**src/rtl/byte_packer.sv**
```systemverilog
// Byte-to-word packer: gathers up to LANES bytes per output word,
// closing a word early on up_last, with a single output register stage.
module byte_packer #(
    parameter int LANES = 4
) (
    input  logic               clk,
    input  logic               rst,
    input  logic [7:0]         up_data,
    input  logic               up_valid,
    input  logic               up_last,
    output logic               up_ready,
    output logic [8*LANES-1:0] down_data,
    output logic [LANES-1:0]   down_keep,
    output logic               down_last,
    output logic               down_valid,
    input  logic               down_ready
);

    localparam int CW = $clog2(LANES);
    localparam logic [CW-1:0] CNT_MAX = CW'(LANES - 1);

    generate
        if (LANES < 2 || LANES > 8) begin : g_bad_lanes
            $error("byte_packer: LANES must be in 2..8");
        end
    endgenerate

    logic [8*(LANES-1)-1:0] acc;
    logic [CW-1:0]          cnt;
    logic [8*LANES-1:0]     acc_ext;
    logic [8*LANES-1:0]     nxt_data;
    logic [LANES-1:0]       nxt_keep;
    logic                   up_fire;
    logic                   closing;

    assign up_ready = !down_valid || down_ready;
    assign up_fire  = up_valid && up_ready;
    assign closing  = up_fire && (up_last || cnt == CNT_MAX);

    // Top lane has no accumulator slot; pad so every lane can be indexed.
    assign acc_ext = {8'h00, acc};

    always_comb begin
        nxt_data = '0;
        nxt_keep = '0;
        for (int k = 0; k < LANES; k++) begin
            if (k < int'(cnt)) begin
                nxt_data[8*k +: 8] = acc_ext[8*k +: 8];
            end else if (k == int'(cnt)) begin
                nxt_data[8*k +: 8] = up_data;
            end
            nxt_keep[k] = (k <= int'(cnt));
        end
    end

    always_ff @(posedge clk) begin
        if (rst) begin
            acc        <= '0;
            cnt        <= '0;
            down_data  <= '0;
            down_keep  <= '0;
            down_last  <= 1'b0;
            down_valid <= 1'b0;
        end else begin
            if (closing) begin
                down_data  <= nxt_data;
                down_keep  <= nxt_keep;
                down_last  <= up_last;
                down_valid <= 1'b1;
                acc        <= '0;
                cnt        <= '0;
            end else begin
                if (down_valid && down_ready) begin
                    down_valid <= 1'b0;
                end
                if (up_fire) begin
                    for (int k = 0; k < LANES - 1; k++) begin
                        if (k == int'(cnt)) begin
                            acc[8*k +: 8] <= up_data;
                        end
                    end
                    cnt <= cnt + CW'(1);
                end
            end
        end
    end

endmodule

```
**config.mk**
```make
export PLATFORM = sky130hd
export DESIGN_NAME = byte_packer
export DESIGN_NICKNAME = d
export VERILOG_FILES = /design/src/rtl/byte_packer.sv
export SDC_FILE = /design/constraint.sdc
export NUM_CORES = 1
export LEC_CHECK = 0
export BUFFER_PORTS_ARGS = -buffer_cell sky130_fd_sc_hd__buf_4
export CORE_MARGIN = 3
export CORE_UTILIZATION = 50
export DETAILED_ROUTE_END_ITERATION = 10
export PLACE_DENSITY_LB_ADDON = 0.2
export SLEW_MARGIN = 10
export SYNTH_ARGS = -nofsm -noshare
export SYNTH_HDL_FRONTEND = slang
export SYNTH_SLANG_ARGS = --single-unit
```
**constraint.sdc**
```tcl
create_clock -name clk -period 1.5 [get_ports clk]
set_input_delay 0.075 -clock clk [delete_from_list [all_inputs] [get_ports clk]]
set_output_delay 0.075 -clock clk [all_outputs]
set_load 0.01 [all_outputs]
```
==> results.json <==
{
  "grt_pass1_vias": 2424,
  "fillers": 452,
  "place.gp.congestion": 0.803,
  "finalWirelength_um": 8150,
  "antenna_found_initial": 0,
  "syn_area_mm2": 0.00285,
  "clk_pin_slew_worst_paths_ns": 0.07,
  "rows": 26,
  "critical_path_depth": 5,
  "synthTopCellsByArea": "dfxtp_1 (45%), a31oi_1 (7.5%), a211oi_1 (6.9%), a21oi_1 (6.1%), nand3_1 (4.7%)",
  "drive_gt1_share_pct": 31.1,
  "port_buffers": 51,
  "layout_common_cells": "buf_4 (70), dfxtp_1 (64), a31oi_1 (34)",
  "slowest_delay_ns": 0.33,
  "total_power_w": 0.00395,
  "ios": 52,
  "swShare_pct": 26.6,
  "cp_slowest_cell": "dfxtp_1",
  "cp_cell_sequence": "nor2b_4 > buf_6 > clkinv_8 > buf_6 > buf_4",
  "synth-seq-cells": 64,
  "ir_drop_mv": 1.11,
  "antennaDiodeCount": 0,
  "syn_inst": 305,
  "worst_path_most_repeated_cell": "buf_6",
  "nNetsFinal": 384,
  "cp.buffers_inverters": 4,
  "core_area_mm2": 0.00530,
  "grtUsageTotal_pct": 25.2,
  "drt-initial-drc-count": 208,
  "yosys_warnings": 0,
  "worstHoldStart": "up_data[6]",
  "cpLargestDelayFamily": "buffers and inverters",
  "syn_to_final_growth_pct": 29.8,
  "place_inst": 411,
  "comb_power_share_pct": 15.4,
  "synthesis.nets": 324,
  "die-area_mm2": 0.00664,
  "cts_made_buffers": 9,
  "wl_per_cell_um": 18.5,
  "min_path_cells": 2,
  "clock.fmax_ghz": 0.698,
  "required_ns": 1.42,
  "yosysSeqAreaShare_pct": 45.0,
  "cts-root-buf": "clkbuf_8",
  "cp-end-kind": "output port",
  "power.density_mw_per_mm2": 1070,
  "cp-startpoint": "down_valid",
  "worstPathArrival_ns": 1.36,
  "clockBufferDepth": 2,
  "grt_max_degree": 37,
  "drc": 0,
  "drv_cap": 0,
  "die_x_um": 81.5,
  "hold_path.class": "in2reg",
  "path_class": "reg2out",
  "layout_min_cycle_time_ns": 1.43,
  "internal-power_w": 0.00290,
  "ant_nets": 0,
  "relSlewSlack_pct": 73.7,
  "r2r_cells": 7,
  "min_period_over_period_pct": 95.6,
  "slew_viol_final": 0,
  "seqPwrFrac_pct": 46.0,
  "hpwlAfterDp_um": 4850,
  "start_kind": "register",
  "status": "finished clean",
  "instances_no_fill": 440,
  "fin_worst_skew_ns": 0.00834,
  "clock_sinks": 64,
  "rr_startpoint": "cnt[0]",
  "cts_tree": "built",
  "synth_top_area_cell": "dfxtp_1",
  "die_h_um": 81.5,
  "clock_latency_ns": 0.34,
  "switchingPower_w": 0.00105,
  "grt_pass1_wl_um": 12500,
  "hold_viol_final": 0,
  "htreeDepth": 3,
  "layout.cells.most_common": "buf_4",
  "first_pass_iters": 6,
  "synth_top_cell_area_share_pct": 45.0,
  "tightestPinTransition_ns": 0.394,
  "pwr-share-clk_pct": 38.7,
  "finalSetupViolations": 0,
  "viasPerCell": 6.15,
  "vias": 2708,
  "crit_fanout": 15,
  "fin_setup_tns_ns": 0,
  "synth.avg_cell_area_um2": 9.34,
  "initial_utilization_pct": 53.7,
  "p_leak_nw": 1.45,
  "synth_cell_type_count": 30,
  "grt_overflow": 0
}
worst paths after layout:
kind                   end  slack, ns
max reg2reg  down_data[23]       0.09
max               up_ready       0.07
min reg2reg   down_keep[3]       0.46
min          down_data[30]       0.04
cells in the mapped netlist (all sizes together):
cell type and instances:
ha 6, nor4 1, clkinv 1, o21ai 26
nor2b 1, a21o 1, nor3 1, a22o 8
and2 11, dfxtp 64, buf 22, a21oi 35
a211oi 26, nand3 27, nor2 2, mux2i 8
and3b 8, clkbuf 9, a31oi 35, or2 1
o21a 2, nand2 3, o31ai 2, inv 5
cell families (layout without fill, tap and decap cells):
logic type                 after synthesis  in the layout  share of synthesized area [%]
adders and majority gates                6              6                           2.63
DFF                                     64             64                           45.0
muxes                                    8              8                           2.81
buffers and inverters                   37            100                           7.25
and+or+nand+nor                         55             56                           12.3
AOI/OAI and AO/OA                      135            136                           30.0
per-stage QoR:
stage	instance area (µm²)	hold slack (ns)	setup WS (ns)	util, %
floorplan	2850	0.208	0.0410	-
global placement	3270	0.374	-0.194	61.8
detailed placement	3270	0.370	-0.252	61.8
CTS	3580	0.0218	0.00375	67.6
global route	3700	0.0386	-0.0255	69.7
finish	3700	0.0421	0.0664	69.7
layout make-up:
class                   count  area, µm²  share of cell area [%]
clock buffers              12        155                    4.19
clock inverters             4       52.6                    1.42
inverters                   6       38.8                    1.05
multi-input cells         206       1440                    38.8
flip-flops and latches     64       1280                    34.6
well taps                  70       87.6                    2.37
repair buffers             77        639                    17.3
repair inverters            1       8.76                   0.237
power groups by stage:
stage / clock network, W / registers (W) / logic, W
detailed placement: 0 / 0.00185 / 0.000526
global placement: 0 / 0.00185 / 0.000519
CTS: 0.00155 / 0.00181 / 0.000565
global route: 0.00162 / 0.00182 / 0.000652
floorplan: 0 / 0.00187 / 0.000298
finish: 0.00153 / 0.00181 / 0.000606
state kept, by name, indices dropped and copies added, names as in the netlist:
signal and cells:
cnt 2, down_data 32, acc 24, down_valid 1
down_last 1, down_keep 4
per-layer routing:
layer | GRT usage [%] | up-vias | part of all wire [%]
li1 | - | 1272 | -
met1 | 33.9 | 1300 | 44
met2 | 38.5 | 123 | 47
met3 | 5.04 | 13 | 7.2
met4 | 12.2 | 0 | 1.8
met5 | 0 | - | 0
what timing repair did:
action	in CTS	in global routing
setup buffers	4	6
pin swaps	3	4
hold buffers	0	0
setup endpoints to repair	55	62
gates cloned	2	1
resized for setup	10	13
Power figures use the tool's default switching activity.
